--- src/rtl/mc_main_ctrl.sv ---
// Main control FSM for the multicycle MIPS datapath, with a ready-based memory handshake and timeout.
// Optional performance counters (cycle_cnt, instr_cnt) are present when MC_MAIN_CTRL_PERF_CNT_EN is defined.
module mc_main_ctrl #(
    parameter int MEM_TIMEOUT = 15
) (
    input  logic        clk,
    input  logic        rst,
    input  logic [31:0] instr,
    input  logic        zero,
    input  logic        mem_ready,
    output logic        ir_write,
    output logic        iord,
    output logic        mem_r_en,
    output logic        mem_w_en,
    output logic        pc_write,
    output logic [1:0]  pc_src,
    output logic        is_imm,
    output logic [3:0]  exe_cmd,
    output logic        wb_en,
    output logic        mem_to_reg,
    output logic        reg_dst,
    output logic        illegal_instr,
    output logic        bus_error,
    output logic [3:0]  state
`ifdef MC_MAIN_CTRL_PERF_CNT_EN
    ,
    output logic [31:0] cycle_cnt,
    output logic [31:0] instr_cnt
`endif
);

    typedef enum logic [3:0] {
        S_FETCH     = 4'd0,
        S_DECODE    = 4'd1,
        S_MEM_ADDR  = 4'd2,
        S_MEM_READ  = 4'd3,
        S_MEM_WB    = 4'd4,
        S_MEM_WRITE = 4'd5,
        S_EXECUTE   = 4'd6,
        S_ALU_WB    = 4'd7,
        S_BRANCH    = 4'd8,
        S_JUMP      = 4'd9
    } state_e;

    localparam logic [5:0] OP_RTYPE = 6'b000000, OP_LW   = 6'b100011, OP_SW   = 6'b101011;
    localparam logic [5:0] OP_ADDI  = 6'b001000, OP_ANDI = 6'b001100, OP_ORI  = 6'b001101;
    localparam logic [5:0] OP_SLTI  = 6'b001010, OP_BEQ  = 6'b000100, OP_BNE  = 6'b000101;
    localparam logic [5:0] OP_J     = 6'b000010;

    localparam logic [3:0] CMD_ADD = 4'b0000, CMD_SUB = 4'b0010, CMD_AND = 4'b0100, CMD_OR  = 4'b0101;
    localparam logic [3:0] CMD_NOR = 4'b0110, CMD_XOR = 4'b0111, CMD_SLL = 4'b1000, CMD_SRA = 4'b1001;
    localparam logic [3:0] CMD_SRL = 4'b1010, CMD_SLT = 4'b1100;

    localparam int              WAIT_W   = (MEM_TIMEOUT > 0) ? $clog2(MEM_TIMEOUT + 1) : 1;
    localparam logic [WAIT_W-1:0] WAIT_MAX = WAIT_W'(MEM_TIMEOUT);
    localparam bit              TO_EN    = (MEM_TIMEOUT > 0);

    state_e            state_q, state_d;
    logic [WAIT_W-1:0] wait_q, wait_d;

    logic [5:0] opcode, funct;
    logic       is_rtype, r_ok, mem_state, timeout;
    logic [3:0] r_cmd, i_cmd;
    logic       ir_write_raw, iord_raw, mem_r_en_raw, mem_w_en_raw, pc_write_raw;
    logic [1:0] pc_src_raw;
    logic       is_imm_raw, wb_en_raw, mem_to_reg_raw, reg_dst_raw, illegal_raw, bus_error_raw;
    logic [3:0] exe_cmd_raw;
    logic       unused_instr;

    assign opcode       = instr[31:26];
    assign funct        = instr[5:0];
    assign is_rtype     = (opcode == OP_RTYPE);
    assign unused_instr = &{1'b0, instr[25:6]};

    always_comb begin
        r_ok  = 1'b1;
        r_cmd = CMD_ADD;
        case (funct)
            6'b100000, 6'b100001: r_cmd = CMD_ADD;
            6'b100010, 6'b100011: r_cmd = CMD_SUB;
            6'b100100:            r_cmd = CMD_AND;
            6'b100101:            r_cmd = CMD_OR;
            6'b100111:            r_cmd = CMD_NOR;
            6'b100110:            r_cmd = CMD_XOR;
            6'b000000:            r_cmd = CMD_SLL;
            6'b000011:            r_cmd = CMD_SRA;
            6'b000010:            r_cmd = CMD_SRL;
            6'b101010:            r_cmd = CMD_SLT;
            default:              r_ok  = 1'b0;
        endcase
    end

    always_comb begin
        i_cmd = CMD_ADD;
        case (opcode)
            OP_ANDI: i_cmd = CMD_AND;
            OP_ORI:  i_cmd = CMD_OR;
            OP_SLTI: i_cmd = CMD_SLT;
            default: i_cmd = CMD_ADD;
        endcase
    end

    // Completion wins over timeout: the threshold only fires when mem_ready is low.
    assign mem_state = (state_q == S_FETCH) || (state_q == S_MEM_READ) || (state_q == S_MEM_WRITE);
    assign timeout   = TO_EN && mem_state && !mem_ready && (wait_q == WAIT_MAX);

    always_comb begin
        state_d        = state_q;
        ir_write_raw   = 1'b0;
        iord_raw       = 1'b0;
        mem_r_en_raw   = 1'b0;
        mem_w_en_raw   = 1'b0;
        pc_write_raw   = 1'b0;
        pc_src_raw     = 2'b00;
        is_imm_raw     = 1'b0;
        exe_cmd_raw    = CMD_ADD;
        wb_en_raw      = 1'b0;
        mem_to_reg_raw = 1'b0;
        reg_dst_raw    = 1'b0;
        illegal_raw    = 1'b0;
        bus_error_raw  = 1'b0;
        case (state_q)
            S_FETCH: begin
                if (timeout) begin
                    bus_error_raw = 1'b1;
                    state_d       = S_FETCH;
                end else begin
                    mem_r_en_raw = 1'b1;
                    if (mem_ready) begin
                        ir_write_raw = 1'b1;
                        pc_write_raw = 1'b1;
                        state_d      = S_DECODE;
                    end
                end
            end
            S_DECODE: begin
                case (opcode)
                    OP_LW, OP_SW:                      state_d = S_MEM_ADDR;
                    OP_ADDI, OP_ANDI, OP_ORI, OP_SLTI: state_d = S_EXECUTE;
                    OP_BEQ, OP_BNE:                    state_d = S_BRANCH;
                    OP_J:                              state_d = S_JUMP;
                    OP_RTYPE: begin
                        if (r_ok) begin
                            state_d = S_EXECUTE;
                        end else begin
                            illegal_raw = 1'b1;
                            state_d     = S_FETCH;
                        end
                    end
                    default: begin
                        illegal_raw = 1'b1;
                        state_d     = S_FETCH;
                    end
                endcase
            end
            S_MEM_ADDR: begin
                is_imm_raw  = 1'b1;
                exe_cmd_raw = CMD_ADD;
                state_d     = (opcode == OP_SW) ? S_MEM_WRITE : S_MEM_READ;
            end
            S_MEM_READ: begin
                iord_raw = 1'b1;
                if (timeout) begin
                    bus_error_raw = 1'b1;
                    state_d       = S_FETCH;
                end else begin
                    mem_r_en_raw = 1'b1;
                    if (mem_ready) state_d = S_MEM_WB;
                end
            end
            S_MEM_WB: begin
                wb_en_raw      = 1'b1;
                mem_to_reg_raw = 1'b1;
                state_d        = S_FETCH;
            end
            S_MEM_WRITE: begin
                iord_raw = 1'b1;
                if (timeout) begin
                    bus_error_raw = 1'b1;
                    state_d       = S_FETCH;
                end else begin
                    mem_w_en_raw = 1'b1;
                    if (mem_ready) state_d = S_FETCH;
                end
            end
            S_EXECUTE: begin
                is_imm_raw  = !is_rtype;
                exe_cmd_raw = is_rtype ? r_cmd : i_cmd;
                state_d     = S_ALU_WB;
            end
            S_ALU_WB: begin
                wb_en_raw   = 1'b1;
                reg_dst_raw = is_rtype;
                state_d     = S_FETCH;
            end
            S_BRANCH: begin
                exe_cmd_raw  = CMD_SUB;
                pc_src_raw   = 2'b01;
                pc_write_raw = (opcode == OP_BNE) ? !zero : zero;
                state_d      = S_FETCH;
            end
            S_JUMP: begin
                pc_src_raw   = 2'b10;
                pc_write_raw = 1'b1;
                state_d      = S_FETCH;
            end
            default: state_d = S_FETCH;
        endcase
    end

    always_comb begin
        wait_d = wait_q;
        if ((state_d != state_q) || timeout) begin
            wait_d = '0;
        end else if (TO_EN && mem_state && !mem_ready) begin
            wait_d = wait_q + WAIT_W'(1);
        end
    end

    always_ff @(posedge clk or negedge rst) begin
        if (!rst) begin
            state_q <= S_FETCH;
            wait_q  <= '0;
        end else begin
            state_q <= state_d;
            wait_q  <= wait_d;
        end
    end

    // Reset gates every enable combinationally so an in-flight write-back is cut off at once.
    assign ir_write      = rst & ir_write_raw;
    assign iord          = rst & iord_raw;
    assign mem_r_en      = rst & mem_r_en_raw;
    assign mem_w_en      = rst & mem_w_en_raw;
    assign pc_write      = rst & pc_write_raw;
    assign pc_src        = rst ? pc_src_raw : 2'b00;
    assign is_imm        = rst & is_imm_raw;
    assign exe_cmd       = rst ? exe_cmd_raw : 4'b0000;
    assign wb_en         = rst & wb_en_raw;
    assign mem_to_reg    = rst & mem_to_reg_raw;
    assign reg_dst       = rst & reg_dst_raw;
    assign illegal_instr = rst & illegal_raw;
    assign bus_error     = rst & bus_error_raw;
    assign state         = state_q;

`ifdef MC_MAIN_CTRL_PERF_CNT_EN
    logic        instr_done;
    logic [31:0] cycle_cnt_q, instr_cnt_q;

    assign instr_done = (state_d == S_FETCH) && !timeout &&
                        ((state_q == S_MEM_WB) || (state_q == S_MEM_WRITE) || (state_q == S_ALU_WB) ||
                         (state_q == S_BRANCH) || (state_q == S_JUMP));

    always_ff @(posedge clk or negedge rst) begin
        if (!rst) begin
            cycle_cnt_q <= '0;
            instr_cnt_q <= '0;
        end else begin
            cycle_cnt_q <= cycle_cnt_q + 32'd1;
            if (instr_done) instr_cnt_q <= instr_cnt_q + 32'd1;
        end
    end

    assign cycle_cnt = cycle_cnt_q;
    assign instr_cnt = instr_cnt_q;
`endif

endmodule

--- config.mk ---
export PLATFORM = sky130hd
export DESIGN_NAME = mc_main_ctrl
export DESIGN_NICKNAME = d
export VERILOG_FILES = /design/src/rtl/mc_main_ctrl.sv
export SDC_FILE = /design/constraint.sdc
export NUM_CORES = 1
export LEC_CHECK = 0
export CORE_ASPECT_RATIO = 2
export CORE_UTILIZATION = 35
export CTS_BUF_LIST = sky130_fd_sc_hd__clkbuf_8 sky130_fd_sc_hd__clkbuf_16
export DETAILED_ROUTE_END_ITERATION = 16
export PLACE_DENSITY = 0.77
export SETUP_SLACK_MARGIN = 0.02
export SYNTH_ARGS = -nofsm -noshare
export SYNTH_HDL_FRONTEND = slang
export SYNTH_SLANG_ARGS = --single-unit
--- constraint.sdc ---
create_clock -name clk -period 2.1 [get_ports clk]
set_clock_uncertainty 0.05 [all_clocks]
set_input_delay 0.315 -clock clk [delete_from_list [all_inputs] [get_ports clk]]
set_output_delay 0.315 -clock clk [all_outputs]
set_load 0.05 [all_outputs]
==> qor.csv <==
stage,metric,value,unit
sta,slew_violations,0,
worst_hold_path,min_path_type,register to register,
clocking,cts_made_buffers,3,
floorplan,std_cell_rows,27,
worst_setup_path,reg2reg_slack,0,ps
sta,setup_viol,11,
sta,hold_violations,0,
worst_setup_path,worstPathMaxFanout,3,
power_and_ir_drop,ir_worst_vdd,0.765,mV
detailed_routing,drc,0,
worst_setup_path,cpLargestDelayFamily,simple AND/OR/NAND/NOR gates,
power_and_ir_drop,power_leakage,1.05,nW
clocking,clock_sinks,8,
power_and_ir_drop,powerDensity,829,nW/um^2
synth,synth_nets,182,
sta,max-slew-margin-rel,66.8,%
worst_setup_path,cp-start-kind,input pin,
floorplan,die_x,40.2,um
synth,synth_cell_types,47,
placed_design,dpl-instance-area,2000,um^2
worst_setup_path,slowest_delay,470,ps
synth,synth_warnings,0,
global_route,grt_pass1_wl,7740,um
global_route,grt_max_degree,15,
worst_setup_path,timing.rr.start,state[1]$_DFF_PN0_,
cells_and_area,fin_nets,276,
synth,syn_area,1020,um^2
sta,worst_pin_slew,497,ps
worst_setup_path,crit_buf_inv,4,
floorplan,core,2770,um^2
placed_design,port_buffers,36,
detailed_routing,ant_nets,0,
outcome,violations,setup timing,
worst_setup_path,r2r_cells,6,
sta,grt_setup_unrepaired,yes,
floorplan,ios,57,
synth,synth-main-ff-cell,dfrtp_1,
cells_and_area,final_cell_area,2360,um^2
synth,synth-edff-count,0,
cells_and_area,synthToLayoutAreaGrowth,131,%
worst_setup_path,path_common_cell,buf_6,
sta,period_share,122,%
sta,fin_crit,2570,ps
worst_setup_path,crit_type,input pin to output pin,
sta,fmax,389,MHz
outcome,run_status,"finished, violations left",
synth,synth_top_area_share,19.6,%
detailed_routing,vias,1596,
synth,syn_inst,145,
synth,yosysTopAreaCell,dfrtp_1,
clocking,clk_latency,230,ps
clocking,cts_buffer_depth,2,
global_route,antenna_found_initial,0,
synth,yosysSeqAreaShare,19.6,%
power_and_ir_drop,power.total,1.96,mW
global_route,grt_usage,35.1,%
clocking,cts_max_level,1,
detailed_routing,vias_per_cell,5.98,
placed_design,place_ws,-697,ps
cells_and_area,drive_above_1_share,57.1,%
sta,worst_slack,-472,ps
worst_setup_path,critPathCaptureType,output pin,
run,drv_cap,0,
worst_setup_path,crit_chain,buf_6 > or3_4 > or4_4 > buf_4 > buf_6 > o32a_1 > nor2_4 > buf_12,
worst_hold_path,hold_depth,1,
clocking,cts_hold_buf,0,
cells_and_area,num-fill-cells,146,
cells_and_area,antennaDiodeCount,0,
worst_setup_path,crit_path_top_delay_cell,or4_4,
clocking,cts_tree,built,
floorplan,die_h,78.5,um
detailed_routing,first_pass_iters,5,
clocking,cts_root_buffer,clkbuf_8,
floorplan,die-area,3160,um^2
synth,avgSynthCellArea,7.06,um^2
worst_setup_path,crit_required,1740,ps
detailed_routing,avgRoutedWirePerCell,19.5,um
detailed_routing,dr.first_iter.drc_count,88,
worst_setup_path,r2r-end,wait_q[2]$_DFFE_PN0P_,
worst_hold_path,hold_start,wait_q[0]$_DFFE_PN0P_,
floorplan,initial_core_util,36.9,%
global_route,grt_overflow,0,
detailed_routing,drt_wl_total,5210,um
global_route,grt_pass1_vias,1637,
synth,synth_top_cells_by_count,"nor2_1, nor3_1, a21oi_1",
worst_hold_path,min_to,wait_q[0]$_DFFE_PN0P_,
synth,synthTopCellsByArea,"dfrtp_1, nor2_1, nor3_1, a21oi_1, nand3_1",
worst_setup_path,worstPathArrival,2210,ps
synth,synthArstFlopShare,100,%
placed_design,hpwl,3470,um
synth,synth-seq-cells,8,
synth,yosysMostFrequentCell,nor2_1,
placed_design,gp_congestion,0.997,
clocking,clk_pin_slew_worst_paths,40,ps
## metal layers
| layer | vias to the layer above | share of wire [%] | GRT usage (%) | wire [um] |
|---|---|---|---|---|
| li1 | 731 | - | - | - |
| met1 | 762 | 30 | 26.3 | 1540 |
| met2 | 72 | 61 | 60.2 | 3170 |
| met3 | 31 | 4.2 | 16.4 | 221 |
| met4 | 0 | 5.4 | 26.3 | 281 |
| met5 | - | 0 | 2.27 | 0 |
## stage by stage
step	cells	hold slack (ps)	setup TNS (ps)	util, %
floorplan	145	-30.6	-1020	-
global route	267	468	-2680	85.2
detailed placement	244	422	-5670	72.0
CTS	256	441	-2000	80.4
global placement	244	394	-5140	72.0
finish	267	447	-2140	85.2
## worst max path at each step
stage,start,endpoint,slack (ps),cells after the start
after global placement,instr[29],exe_cmd[0],-670,7
final,instr[31],exe_cmd[3],-470,8
after global routing,instr[31],exe_cmd[1],-510,8
after floorplan,instr[29],exe_cmd[0],-390,5
after detailed placement,instr[29],exe_cmd[0],-700,7
after CTS,instr[30],exe_cmd[0],-450,7
## report_power, final
group	switching [mW]	internal (mW)	total, mW
Sequential	0.0584	0.200	0.258
Combinational	0.805	0.703	1.51
Clock	0.0632	0.127	0.190
Total	0.926	1.03	1.96
## sequential cells by signal (all words and copies together) (netlist names)
register  flops
state         4
wait_q        4
## worst register-to-register path: stages (launching register included)
cell     delay, ps
dfrtp_2        410
buf_6          120
or4b_4         490
or3_4          400
nand2_2         90
mux2_4         340
nor3_4         120
## layout by cell type (no fill, tap or decap), types with 5 or more instances in the layout
master and count:
buf_6 12, buf_12 17, a31oi_1 5, nor3_1 5, a21oi_1 9, nor2_4 5
nor2_1 10, dlygate4sd2_1 5, clkdlybuf4s50_1 5, nand2_1 6, inv_1 7, nand3_1 8
buf_4 53
## cell type report
| class | count | area (um^2) | share of cell area (%) |
|---|---|---|---|
| clock buffer | 3 | 41.3 | 1.75 |
| clock inverter | 1 | 3.75 | 0.159 |
| inverter | 6 | 22.5 | 0.954 |
| multi-input combinational | 123 | 1030 | 43.7 |
| sequential | 8 | 205 | 8.70 |
| tap | 29 | 36.3 | 1.54 |
| timing repair buffer | 97 | 1020 | 43.2 |
## cells by family after synthesis
group           after synthesis  share of synthesized area, %
compound gates               40                          26.9
xor+xnor                      4                          3.42
fa+ha+maj                     1                          1.22
buf+inv                      14                          5.26
flops                         8                          19.6
mux                           2                          2.08
simple gates                 76                          41.6
## repair_timing
action                                 4_1_cts  5_1_grt
resized for setup                           52       14
setup endpoints to repair                   16       15
endpoints found under the hold margin        0        0
buffers inserted                             8       10
cloned                                       0        1
pin swaps                                   14       13
Power figures use the tool's default switching activity.
